File: src/rtl/multicycle_controller.sv
// Moore control FSM for a shared-memory multicycle MIPS datapath, with memory ready
// handshake and retired-instruction counter. Define MULTICYCLE_ADDI_EN to enable addi.
module multicycle_controller (
  input  logic        clk,
  input  logic        reset,
  input  logic [5:0]  Opcode,
  input  logic [5:0]  funct,
  input  logic        zero,
  input  logic        memReady,
  output logic        memReq,
  output logic        memWrite,
  output logic        IorD,
  output logic        IRWrite,
  output logic        regDst,
  output logic        memToReg,
  output logic        regWrite,
  output logic        ALUSrcA,
  output logic [1:0]  ALUSrcB,
  output logic [2:0]  ALU_controls,
  output logic [1:0]  PCSrc,
  output logic        PCEn,
  output logic        illegalOp,
  output logic [3:0]  stateOut,
  output logic [31:0] retired
);

  typedef enum logic [3:0] {
    S_FETCH   = 4'd0,
    S_DECODE  = 4'd1,
    S_MEMADR  = 4'd2,
    S_MEMRD   = 4'd3,
    S_MEMWB   = 4'd4,
    S_MEMWR   = 4'd5,
    S_EXECUTE = 4'd6,
    S_ALUWB   = 4'd7,
    S_BRANCH  = 4'd8,
    S_ADDIEX  = 4'd9,
    S_ADDIWB  = 4'd10,
    S_JUMP    = 4'd11
  } state_t;

  localparam logic [5:0] OP_RTYPE = 6'b000000;
  localparam logic [5:0] OP_LW    = 6'b100011;
  localparam logic [5:0] OP_SW    = 6'b101011;
  localparam logic [5:0] OP_BEQ   = 6'b000100;
  localparam logic [5:0] OP_ADDI  = 6'b001000;
  localparam logic [5:0] OP_J     = 6'b000010;

  state_t      state;
  state_t      next_state;
  logic        retire_now;
  logic        decode_illegal;
  logic        funct_ok;
  logic [2:0]  funct_alu;

  always_comb begin
    funct_ok  = 1'b1;
    funct_alu = 3'b010;
    case (funct)
      6'b100000: funct_alu = 3'b010;
      6'b100010: funct_alu = 3'b110;
      6'b100100: funct_alu = 3'b000;
      6'b100101: funct_alu = 3'b001;
      6'b101010: funct_alu = 3'b111;
      default:   funct_ok  = 1'b0;
    endcase
  end

  // Next-state and retire decision; unused encodings fall back to FETCH.
  always_comb begin
    next_state     = S_FETCH;
    retire_now     = 1'b0;
    decode_illegal = 1'b0;
    case (state)
      S_FETCH:  next_state = memReady ? S_DECODE : S_FETCH;
      S_DECODE: begin
        case (Opcode)
          OP_LW, OP_SW: next_state = S_MEMADR;
          OP_RTYPE: begin
            if (funct_ok) next_state = S_EXECUTE;
            else          decode_illegal = 1'b1;
          end
          OP_BEQ: next_state = S_BRANCH;
          OP_J:   next_state = S_JUMP;
`ifdef MULTICYCLE_ADDI_EN
          OP_ADDI: next_state = S_ADDIEX;
`endif
          default: decode_illegal = 1'b1;
        endcase
      end
      S_MEMADR:  next_state = (Opcode == OP_SW) ? S_MEMWR : S_MEMRD;
      S_MEMRD:   next_state = memReady ? S_MEMWB : S_MEMRD;
      S_MEMWB:   retire_now = 1'b1;
      S_MEMWR: begin
        next_state = memReady ? S_FETCH : S_MEMWR;
        retire_now = memReady;
      end
      S_EXECUTE: next_state = S_ALUWB;
      S_ALUWB:   retire_now = 1'b1;
      S_BRANCH:  retire_now = 1'b1;
      S_JUMP:    retire_now = 1'b1;
`ifdef MULTICYCLE_ADDI_EN
      S_ADDIEX:  next_state = S_ADDIWB;
      S_ADDIWB:  retire_now = 1'b1;
`endif
      default:   next_state = S_FETCH;
    endcase
  end

  always_ff @(posedge clk or negedge reset) begin
    if (!reset) begin
      state   <= S_FETCH;
      retired <= 32'd0;
    end else begin
      state <= next_state;
      if (retire_now) retired <= retired + 32'd1;
    end
  end

  assign stateOut = state;

  // Reset gates every control so no request or strobe escapes during reset.
  always_comb begin
    memReq       = 1'b0;
    memWrite     = 1'b0;
    IorD         = 1'b0;
    IRWrite      = 1'b0;
    regDst       = 1'b0;
    memToReg     = 1'b0;
    regWrite     = 1'b0;
    ALUSrcA      = 1'b0;
    ALUSrcB      = 2'b00;
    ALU_controls = 3'b000;
    PCSrc        = 2'b00;
    PCEn         = 1'b0;
    illegalOp    = 1'b0;
    if (reset) begin
      case (state)
        S_FETCH: begin
          memReq       = 1'b1;
          ALUSrcB      = 2'b01;
          ALU_controls = 3'b010;
          IRWrite      = memReady;
          PCEn         = memReady;
        end
        S_DECODE: begin
          ALUSrcB      = 2'b11;
          ALU_controls = 3'b010;
          illegalOp    = decode_illegal;
        end
        S_MEMADR, S_ADDIEX: begin
          ALUSrcA      = 1'b1;
          ALUSrcB      = 2'b10;
          ALU_controls = 3'b010;
        end
        S_MEMRD: begin
          memReq = 1'b1;
          IorD   = 1'b1;
        end
        S_MEMWB: begin
          memToReg = 1'b1;
          regWrite = 1'b1;
        end
        S_MEMWR: begin
          memReq   = 1'b1;
          memWrite = 1'b1;
          IorD     = 1'b1;
        end
        S_EXECUTE: begin
          ALUSrcA      = 1'b1;
          ALU_controls = funct_alu;
        end
        S_ALUWB: begin
          regDst   = 1'b1;
          regWrite = 1'b1;
        end
        S_BRANCH: begin
          ALUSrcA      = 1'b1;
          ALU_controls = 3'b110;
          PCSrc        = 2'b01;
          PCEn         = zero;
        end
        S_ADDIWB: regWrite = 1'b1;
        S_JUMP: begin
          PCSrc = 2'b10;
          PCEn  = 1'b1;
        end
        default: ;
      endcase
    end
  end

endmodule

File: config.mk
export PLATFORM = sky130hd
export DESIGN_NAME = multicycle_controller
export DESIGN_NICKNAME = d
export VERILOG_FILES = /design/src/rtl/multicycle_controller.sv
export SDC_FILE = /design/constraint.sdc
export NUM_CORES = 1
export LEC_CHECK = 0
export CAP_MARGIN = 20
export CELL_PAD_IN_SITES_DETAIL_PLACEMENT = 1
export CELL_PAD_IN_SITES_GLOBAL_PLACEMENT = 2
export CORE_AREA = 8 8 94 96
export DETAILED_ROUTE_END_ITERATION = 16
export DIE_AREA = 0 0 102 104
export PLACE_DENSITY_LB_ADDON = 0.12
export SETUP_SLACK_MARGIN = 0.2
export SYNTH_ARGS = -nofsm -noshare
export SYNTH_HDL_FRONTEND = slang
export SYNTH_SLANG_ARGS = --single-unit
File: constraint.sdc
create_clock -name clk -period 3.1 [get_ports clk]
set_clock_uncertainty 0.15 [all_clocks]
set_input_delay 0.62 -clock clk [delete_from_list [all_inputs] [get_ports clk]]
set_output_delay 0.62 -clock clk [all_outputs]
set_load 0.03 [all_outputs]
==> flow_results.org <==
** Run status
- The run finished with clean final reports.

** Routing
- Violation count after the first detailed-route iteration :: 39
- # DRC :: 0
- Before antenna repair, the detailed router went through 5 iterations.
- In this run the remaining antenna-violating nets after routing total 0.
- Post-detailed-route wirelength per cell :: 14.9 um
- Dividing the detail-routed via count by the number of cells gives 4.62.
- The routed layout has 1883 vias.
- Wires add up to 6080 um.

** Layout
- Final antenna diode count :: 0
- From synthesis to final layout, the design area changed by 46.8%.
- Final layout net count :: 322
- Across the whole layout, storage elements account for 902 um^2.
- Final instance area :: 3010 um^2
- Post-layout instance count excluding filler cells :: 408
- Area of the multi-input gates :: 1100 um^2
- The filler cells instantiated in the layout total 897.
- Fraction of layout cells with a size suffix above 1 :: 16.3%

** Setup path
- Arrival time at the worst endpoint :: 2.05 ns
- Cell chain of the critical path :: clkdlybuf4s50_1 -> nor2b_1 -> o221ai_1 -> nor3_2 -> nor3_1 -> clkbuf_2
- Required time of the worst setup path :: 2.33 ns
- For this design, the slowest cell found on the critical path is clkdlybuf4s50_1.
- Counting both buffers and inverters, the worst setup path holds a total of 2.
- Type of element launching the critical path :: primary input
- Worst flop-to-flop path startpoint :: stateOut[3]
- The setup path with the least slack is of type in2out.
- Critical path fanouts, max :: 3
- On the worst path, the slowest cell contributes a delay of 0.45 ns.
- The setup check on the worst reg-to-reg path leaves a slack of 0.88 ns.
- Critical path capture point type :: primary output
- Worst R2R Path Depth :: 6
- Worst r2r dst :: retired[25]
- Among cell families on the critical path, the largest total delay comes from buffers and inverters.

** Floorplan
- During I/O placement, the number of pins put on the boundary was 69.
- The total area inside the core boundary comes to 7450 um^2.
- Floorplan row count :: 32
- Die Height :: 104 um
- In this run the horizontal extent of the chip is 102 um.
- Starting Density :: 27.5%
- The die covers 10600 um^2.

** Global routing
- The number of antenna violations at the first check in global routing is 0.
- Summed over all layers, the global routing overflow is 0.
- Number of global-route vias before repair :: 2086
- GRT Util Overall :: 11.8%
- The first global-routing pass estimated 10200 um of wire.
- Maximum number of pins on one net before global-route repair :: 33

** STA
- Headroom to the max-slew limit came out at 71.2%.
- Setup repair after global routing could not meet its margin everywhere.
- Final max-slew violation count :: 0
- The routed design could run at a clock period as short as 2.82 ns.
- Fraction of the cycle the final worst path needs :: 90.9%
- Final setup violation count :: 0
- For this run, the top clock speed supported by timing is 355 MHz.
- In the post-route analysis, the smallest setup slack over all paths is 0.282 ns.
- At the pin with the least slew margin, the transition time is 0.428 ns.
- Total negative setup slack :: 0 ns
- Fin. Hold Viols :: 0

** Clock tree
- TritonCTS clock tree :: built
- CTS Buf Count :: 5
- Clock tree synthesis found a total of 36 sinks.
- CTS max path bufs :: 2
- For the worst-skew pair, the clock arrives at the later sink with an insertion delay of 0.29 ns.
- Number of hold buffers added after cts :: 0
- CTS root buf :: clkbuf_8
- Clock-pin slew was measured on the worst setup and hold paths at 0.07 ns.
- Depth of the CTS H-tree :: 2

** Place
- At the end of routability-driven placement, the weighted congestion stood at 0.776.
- In this run, placement finished with an instance count of 399.
- Worst setup timing slack at the placement stage :: -0.233 ns
- Placed cell area :: 2900 um^2
- After legalization and detailed placement, the total HPWL measured 4670 um.
- Port buffering added 68 buffers.

** Power
- Power density over cell area :: 361 nW/um^2
- The analysis attributes to cell leakage a power of 1.27 nW.
- Overall power of the completed layout :: 1.09 mW
- Peak supply drop :: 0.000198 V

** Logic synthesis
- Summing the sequential cell areas from Yosys gives 43.9% of the chip area.
- Most frequently used flop master after synthesis :: dfrtp_1
- Yosys mapped the design onto 38 distinct sky130hd cell types.
- For this run, the number of Yosys warnings is 0.
- After synthesis the cells add up to 2050 um^2.
- Sorting the synthesized cells by area gives the leading types as dfrtp_1 44%, xnor2_1 11%, nand2_1 5.1%.
- Top-area cell type share of the netlist area :: 43.9%
- Synthesis handed over a netlist of 222 instances.
- Cell taking the most area after synthesis :: dfrtp_1
- Number of enable flip-flop cells after synthesis :: 0
- Share of flip-flops with an asynchronous set or reset :: 100%
- The synthesized design contains 36 register bits.
- Synthesis produced a netlist with a net count of 239.
- A synthesized cell averages 9.24 um^2.

** Min path
- The tightest min-delay check is of the in2async type.

** Run
- Max-capacitance violation count :: 0
-- where the power goes --
part	internal [mW]	switching (mW)	leakage [nW]	total, mW
clock	0.160	0.166	0.0424	0.327
sequential	0.489	0.0250	0.495	0.514
combinational	0.105	0.141	0.732	0.245
-- worst max path at each step --
stage	slack (ns)	depth (start not counted)	startpoint	to
finish	0.28	6	funct[2]	illegalOp
global route	0.17	6	funct[1]	illegalOp
CTS	0.06	6	Opcode[0]	illegalOp
detailed placement	-0.23	6	Opcode[0]	illegalOp
global placement	-0.14	6	Opcode[0]	illegalOp
floorplan	0.40	5	stateOut[1]	illegalOp
-- through the flow --
| step | utilization [%] | hold WS [ns] |
|---|---|---|
| 2_1_floorplan | - | 0.174 |
| 4_1_cts | 40.1 | 0.0591 |
| 6_report | 40.4 | 0.0614 |
| 3_5_place_dp | 38.9 | 0.321 |
| 5_1_grt | 40.4 | 0.0619 |
| 3_3_place_gp | 38.9 | 0.313 |
-- timing repair --
action                     CTS  global route
gates cloned                 0             0
setup endpoints to repair    4             3
pin swaps                    0             1
resized for setup            6             7
buffers inserted             0             1
-- logic make-up (layout without fill, tap and decap cells) --
logic type	count (synthesis)	count (layout)	share of synthesized area, %
adder cells (fa/ha/maj)	1	1	0.610
AO/OA/AOI/OAI	23	23	7.26
XOR/XNOR	34	34	14.9
AND/OR/NAND/NOR	112	112	29.3
flip-flops	36	36	43.9
multiplexers	1	1	0.549
buffers and inverters	15	99	3.42
-- routing by layer --
metal | part of all wire (%) | track usage [%] | up-vias
li1 | - | - | 927
met5 | 0 | 0 | -
met3 | 4.6 | 2.88 | 6
met4 | 0.63 | 2.52 | 0
met1 | 45 | 14.7 | 913
met2 | 49 | 19.6 | 37
-- cell type report --
cell class              count  area share, %
inverters                   5          0.623
clock inverters             1          0.291
flip-flops and latches     36           30.0
multi-input cells         171           36.7
repair buffers             86           25.6
well taps                 102           4.24
clock buffers               7           2.54
-- state kept, by name (all words and copies together) (netlist names) --
register / flops
stateOut: 4
retired: 32
-- layout by cell type (no fill, tap or decap), types with 2 or more instances in the layout --
cell type	count
a21oi_1	10
dlygate4sd2_1	3
nand2_1	28
or2_2	2
nor2b_2	2
nor2_1	12
o21ai_0	5
xnor2_1	26
nor3_1	11
buf_4	30
nor3b_1	3
nor2b_1	7
nand4_1	9
inv_1	5
dfrtp_1	35
and4_1	4
xor2_1	7
nand2b_1	5
nor4_1	2
nand3_1	12
and3_1	8
o22ai_1	2
clkdlybuf4s50_1	51
clkbuf_8	5
clkbuf_1	2
-- cells in the mapped netlist, drive strengths merged, types with 4 or more instances --
cell type,instances
a21oi,10
and3,9
and4,4
buf,5
clkbuf,5
dfrtp,36
inv,5
nand2,28
nand2b,6
nand3,12
nand4,9
nor2,12
nor2b,9
nor3,12
o21ai,5
xnor2,26
xor2,8
(Power assumes the default switching activity.)
